[config.mk]
export PLATFORM = sky130hd
export DESIGN_NAME = rdmx_filter
export DESIGN_NICKNAME = d
export VERILOG_FILES = /design/src/rtl/rdmx_filter.sv
export SDC_FILE = /design/constraint.sdc
export NUM_CORES = 2
export LEC_CHECK = 0
export BUFFER_PORTS_ARGS = -buffer_cell sky130_fd_sc_hd__buf_2
export CORE_AREA = 5 5 474 476
export CTS_CLUSTER_SIZE = 24
export DETAILED_ROUTE_END_ITERATION = 10
export DIE_AREA = 0 0 479 481
export GPL_ROUTABILITY_DRIVEN = 0
export PLACE_DENSITY = 0.5
export SETUP_SLACK_MARGIN = 0.4
export SYNTH_ARGS = -nofsm -noshare
export SYNTH_HDL_FRONTEND = slang
export SYNTH_SLANG_ARGS = --single-unit
[constraint.sdc]
create_clock -name clk -period 72.9 [get_ports clk]
set_input_delay 7.29 -clock clk [delete_from_list [all_inputs] [get_ports clk]]
set_output_delay 7.29 -clock clk [all_outputs]
set_load 0.02 [all_outputs]
[src/rtl/rdmx_filter.sv]
// rdmx_filter: forwards RDMX-over-UDP frames from a raw Ethernet AXI-Stream
// and discards everything else. The first beat of each frame is decoded as a
// header (ethertype, IP protocol, RDMX magic); accepted frames pass through a
// two-entry skid buffer and all other frames are consumed and dropped.
//
// Optional build macro: RDMX_PORT_CHECK_EN -- when defined, acceptance also
// requires UDP destination port == RDMX_PORT.
//
// Ports:
//   clk, reset                   clock, synchronous active-high reset
//   AXIS_IN_T{DATA,KEEP,VALID,LAST} / AXIS_IN_TREADY
//                                raw frames from the MAC, byte 0 in TDATA[7:0]
//   AXIS_RDMX_T{DATA,KEEP,VALID,LAST} / AXIS_RDMX_TREADY
//                                accepted RDMX frames to the receive stage
//   frames_passed, frames_dropped  wrapping 32-bit frame counters
module rdmx_filter #(
  parameter int unsigned DATA_WBITS = 512,
  parameter logic [15:0] RDMX_MAGIC = 16'h0122,
  parameter int unsigned RDMX_PORT  = 32002
) (
  input  logic                      clk,
  input  logic                      reset,
  input  logic [DATA_WBITS-1:0]     AXIS_IN_TDATA,
  input  logic [DATA_WBITS/8-1:0]   AXIS_IN_TKEEP,
  input  logic                      AXIS_IN_TVALID,
  input  logic                      AXIS_IN_TLAST,
  output logic                      AXIS_IN_TREADY,
  output logic [DATA_WBITS-1:0]     AXIS_RDMX_TDATA,
  output logic [DATA_WBITS/8-1:0]   AXIS_RDMX_TKEEP,
  output logic                      AXIS_RDMX_TVALID,
  output logic                      AXIS_RDMX_TLAST,
  input  logic                      AXIS_RDMX_TREADY,
  output logic [31:0]               frames_passed,
  output logic [31:0]               frames_dropped
);

  localparam int unsigned DATA_WBYTS = DATA_WBITS / 8;
  localparam logic [15:0] PORT_16    = 16'(RDMX_PORT);

  typedef enum logic [1:0] {ST_IDLE, ST_PASS, ST_DROP} state_t;

  state_t                  state;
  logic [DATA_WBITS-1:0]   skid_data;
  logic [DATA_WBYTS-1:0]   skid_keep;
  logic                    skid_last;
  logic                    skid_valid;

  logic [15:0] ethertype_c;
  logic [7:0]  protocol_c;
  logic [15:0] magic_c;
  logic        hdr_ok_c;
  logic        in_hs_c;
  logic        push_c;
  logic        pop_c;
  logic [1:0]  occ_nxt_c;
  logic        free_nxt_c;

  // Header field extraction (big-endian byte order on the wire)
  assign ethertype_c = {AXIS_IN_TDATA[12*8 +: 8], AXIS_IN_TDATA[13*8 +: 8]};
  assign protocol_c  = AXIS_IN_TDATA[23*8 +: 8];
  assign magic_c     = {AXIS_IN_TDATA[42*8 +: 8], AXIS_IN_TDATA[43*8 +: 8]};

`ifdef RDMX_PORT_CHECK_EN
  logic [15:0] udp_port_c;
  assign udp_port_c = {AXIS_IN_TDATA[36*8 +: 8], AXIS_IN_TDATA[37*8 +: 8]};
  assign hdr_ok_c = (ethertype_c == 16'h0800) && (protocol_c == 8'd17) &&
                    (magic_c == RDMX_MAGIC) && (udp_port_c == PORT_16) &&
                    !AXIS_IN_TLAST;
`else
  logic unused_port;
  assign unused_port = ^PORT_16;
  assign hdr_ok_c = (ethertype_c == 16'h0800) && (protocol_c == 8'd17) &&
                    (magic_c == RDMX_MAGIC) && !AXIS_IN_TLAST;
`endif

  // Handshake, buffer push/pop and next-cycle occupancy (drives registered ready)
  always_comb begin
    in_hs_c    = AXIS_IN_TVALID && AXIS_IN_TREADY;
    push_c     = in_hs_c && ((state == ST_PASS) || ((state == ST_IDLE) && hdr_ok_c));
    pop_c      = AXIS_RDMX_TVALID && AXIS_RDMX_TREADY;
    occ_nxt_c  = 2'(AXIS_RDMX_TVALID) + 2'(skid_valid) + 2'(push_c) - 2'(pop_c);
    free_nxt_c = (occ_nxt_c != 2'd2);
  end

  // Frame FSM, input ready and frame counters
  always_ff @(posedge clk) begin
    if (reset) begin
      state          <= ST_IDLE;
      AXIS_IN_TREADY <= 1'b0;
      frames_passed  <= 32'd0;
      frames_dropped <= 32'd0;
    end else begin
      AXIS_IN_TREADY <= free_nxt_c;
      case (state)
        ST_IDLE: begin
          if (in_hs_c) begin
            if (hdr_ok_c) begin
              state         <= ST_PASS;
              frames_passed <= frames_passed + 32'd1;
            end else begin
              frames_dropped <= frames_dropped + 32'd1;
              if (!AXIS_IN_TLAST) begin
                state          <= ST_DROP;
                AXIS_IN_TREADY <= 1'b1;
              end
            end
          end
        end
        ST_PASS: begin
          if (in_hs_c && AXIS_IN_TLAST) state <= ST_IDLE;
        end
        ST_DROP: begin
          // Dropped beats never touch the buffer, so ready stays high here
          if (in_hs_c && AXIS_IN_TLAST) state <= ST_IDLE;
          else                          AXIS_IN_TREADY <= 1'b1;
        end
        default: state <= ST_IDLE;
      endcase
    end
  end

  // Two-entry skid buffer: output register is the head, skid holds the overflow
  always_ff @(posedge clk) begin
    if (reset) begin
      AXIS_RDMX_TVALID <= 1'b0;
      skid_valid       <= 1'b0;
    end else begin
      if (pop_c) begin
        if (skid_valid) begin
          AXIS_RDMX_TDATA <= skid_data;
          AXIS_RDMX_TKEEP <= skid_keep;
          AXIS_RDMX_TLAST <= skid_last;
          skid_valid      <= 1'b0;
        end else begin
          AXIS_RDMX_TVALID <= 1'b0;
        end
      end
      if (push_c) begin
        if (!AXIS_RDMX_TVALID || (pop_c && !skid_valid)) begin
          AXIS_RDMX_TDATA  <= AXIS_IN_TDATA;
          AXIS_RDMX_TKEEP  <= AXIS_IN_TKEEP;
          AXIS_RDMX_TLAST  <= AXIS_IN_TLAST;
          AXIS_RDMX_TVALID <= 1'b1;
        end else begin
          skid_data  <= AXIS_IN_TDATA;
          skid_keep  <= AXIS_IN_TKEEP;
          skid_last  <= AXIS_IN_TLAST;
          skid_valid <= 1'b1;
        end
      end
    end
  end

endmodule

==> metrics.yaml <==
drc_errors: 0
core_um2: 221000
antenna_found_initial: 135
cp.depth: 10
grt_overflow_total: 0
r2r_slack_ps: 66120
reg2reg_depth: 11
critical_path_arrival_ps: 14470
synth_area_leaders: "edfxtp_1 63%, a22oi_2 11%, mux2i_1 11%, nor2_1 4.1%, dfxtp_1 2.5%"
synth_top_area_cell: "edfxtp_1"
post-route-min-period_ps: 14010
clk_pin_slew_worst_paths_ps: 60
switching_share_pct: 24.1
synth_cell_types: 49
die-area_um2: 230000
synth-main-ff-cell: "edfxtp_1"
path_class: "in -> reg"
crit_slowest_cell: "or4_4"
crit_path_start: "AXIS_IN_TDATA[337]"
synth_top_family_by_area: "compound AO/OA/AOI/OAI gates"
ys.warnings.count: 0
die_height_um: 481
crit_fanout: 60
syn_avg_cell_area_um2: 15.2
busiest_layer: "met2"
dp.cells: 7482
start_util_pct: 24.8
status: "finished, final reports clean"
crit_buf_inv: 5
yosysTopAreaCellShare_pct: 63.4
drtIter0Drc: 2424
synth_seq_area_share_pct: 65.9
rows: 173
worstReg2RegStart: "state[1]$_SDFFE_PP0P_"
async_flop_share_pct: 0
syn_inst: 3600
hp-start: "frames_passed[31]$_SDFFE_PP0P_"
p_int_mw: 1.24
cp_top_family: "buffers and inverters"
chipWidth_um: 479
stdcell_count: 7791
synthAdderAreaFrac_pct: 0.197
track_usage_pct: 16.5
first_global_vias: 35900
cts_buffers: 148
postCtsSetupBuffers: 0
fin_crit_sh_pct: 19.2
rsz0062_at_grt: "no"
wire_per_inst_um: 25.8
worstSetupStartpointType: "primary input"
grt_pass1_wl_um: 278000
max_freq_ghz: 0.0714
htree_levels: 4
synth_compound_area_share_pct: 14.0
cts_tree: "yes"
numPortBuffers: 1223
relSlewSlack_pct: 18.5
viasPerCell: 4.64
cp-end-kind: "flop"
vdd_drop_max_mv: 0.0202
p_clk_share_pct: 43.3
required_ps: 73360
switching_power_mw: 0.394
insertion_delay_ps: 790
drv_cap: 0
clock-sinks: 1223
powerDensity_nw_per_um2: 24.0
layout_commonest_cell: "buf_2"
finalSetupTns_ps: 0
ctsResizeCount: 0
cpMostUsedCell: "buf_4"
root_buffer: "clkbuf_16"
setup_violations: 0
worst_pin_slew_ps: 1220
hold_violations: 0
drive_above_1_share_pct: 41.1
firstDrtPassIters: 5
worstPathCellList: "buf_2 > nor4b_1 > nand4_1 > or4_4 > nand2_4 > buf_4 > buf_4 > buf_4 > buf_4 > a22oi_1"
use_met1_pct: 19.3
synthMuxAreaShare_pct: 10.7
dp_hpwl_um: 140000
comb_power_share_pct: 7.6
clk_path_buf_depth: 3
synth-simple-area-share_pct: 6.21
final.setup_skew_ps: 50.4
totalWireLength_um: 201000
drv_slew: 0
ant_nets: 0
leakagePower_nw: 27.8
synth_seq_cells: 1223
ctsHoldBuffers: 0
area_delta_synth_final_pct: 24.6
grt_util_met3_pct: 6.87
fin_nets: 5334
pwr-share-seq_pct: 49.1
critPathMaxStageDelay_ps: 930
synthesis.area_um2: 54700
hp-class: "reg -> reg"
syn-num-nets: 4189
vias: 36100
crit_end: "AXIS_RDMX_TDATA[493]$_DFFE_PN_"
io_pins: 1224
timing.rr.end: "AXIS_RDMX_TDATA[493]$_DFFE_PN_"
synth-xor-area-share_pct: 0.0320
p_total_mw: 1.63
grt_max_degree: 124
holdWs_ps: 483
mostFrequentLayoutCells: "1,223 x buf_2, 1,154 x edfxtp_1, 594 x nor2_1, 577 x mux2i_1, 500 x a22oi_2"
use_met2_pct: 27.1
synth-edff-count: 1154
==> worst min-delay path: stages (launching register included) <==
cell	delay [ps]
dfxtp_1	320
o31ai_1	60
a21oi_1	50
==> metal layers <==
metal  wire length (um)  up-vias
met2              96100     1329
met4               7830      130
met3              18800      401
met5                770        -
met1              77500    17800
li1                   -    16400
==> state kept, by name, indices dropped and copies added (netlist names) <==
| register | cells |
|---|---|
| frames_dropped | 32 |
| AXIS_RDMX_TDATA | 512 |
| frames_passed | 32 |
| AXIS_RDMX_TVALID | 1 |
| AXIS_RDMX_TLAST | 1 |
| state | 2 |
| skid_data | 512 |
| AXIS_IN_TREADY | 1 |
| AXIS_RDMX_TKEEP | 64 |
| skid_keep | 64 |
| skid_valid | 1 |
| skid_last | 1 |
==> stage by stage <==
stage,setup slack [ps],utilization [%],area [um2]
floorplan,40040,-,54700
global placement,57900,28.7,63400
detailed placement,57900,28.7,63400
CTS,58780,30.8,68000
global route,58610,30.9,68100
finish,58890,30.9,68100
==> logic make-up after synthesis <==
family          after synthesis
flops                      1223
mux                         582
xor+xnor                      2
simple gates                779
compound gates              704
buf+inv                     302
fa+ha+maj                     8
==> final cells by class <==
class | instances | area (um2)
inverters | 14 | 60.1
flip-flops and latches | 1223 | 36000
fillers | 22300 | 152000
multi-input cells | 2075 | 17000
clock buffers | 194 | 3940
diodes | 43 | 108
clock inverters | 72 | 676
well taps | 2887 | 3610
repair buffers | 1283 | 6650
==> Yosys cell counts, types with 8 or more instances <==
cell / count
nand2_1: 20
o21ai_0: 9
clkbuf_1: 157
nand4_1: 20
o31ai_1: 45
buf_2: 73
a22oi_2: 500
and3_1: 15
nand3_1: 37
a22oi_1: 77
edfxtp_1: 1154
or4_1: 43
inv_1: 14
buf_6: 57
dfxtp_1: 69
mux2i_1: 577
nor2_1: 594
a21oi_1: 57
nor4_1: 8
==> power by group through the flow <==
stage	clock, mW	combinational (mW)	sequential [mW]
final	0.707	0.124	0.801
after global placement	0	0.125	0.815
after CTS	0.730	0.127	0.801
after detailed placement	0	0.127	0.816
after global routing	0.758	0.134	0.803
after floorplan	0	0.0456	0.842
==> how the worst min path moves through the flow <==
stage | end | slack [ps] | depth (start not counted)
3_5_place_dp | frames_passed[31]$_SDFFE_PP0P_ | 480 | 2
2_1_floorplan | state[1]$_SDFFE_PP0P_ | 480 | 2
5_1_grt | frames_passed[1]$_SDFFE_PP0P_ | 520 | 2
4_1_cts | frames_passed[31]$_SDFFE_PP0P_ | 490 | 2
3_3_place_gp | frames_passed[31]$_SDFFE_PP0P_ | 460 | 2
6_report | frames_passed[31]$_SDFFE_PP0P_ | 480 | 2
No activity file was read; power rests on OpenSTA's default activity.
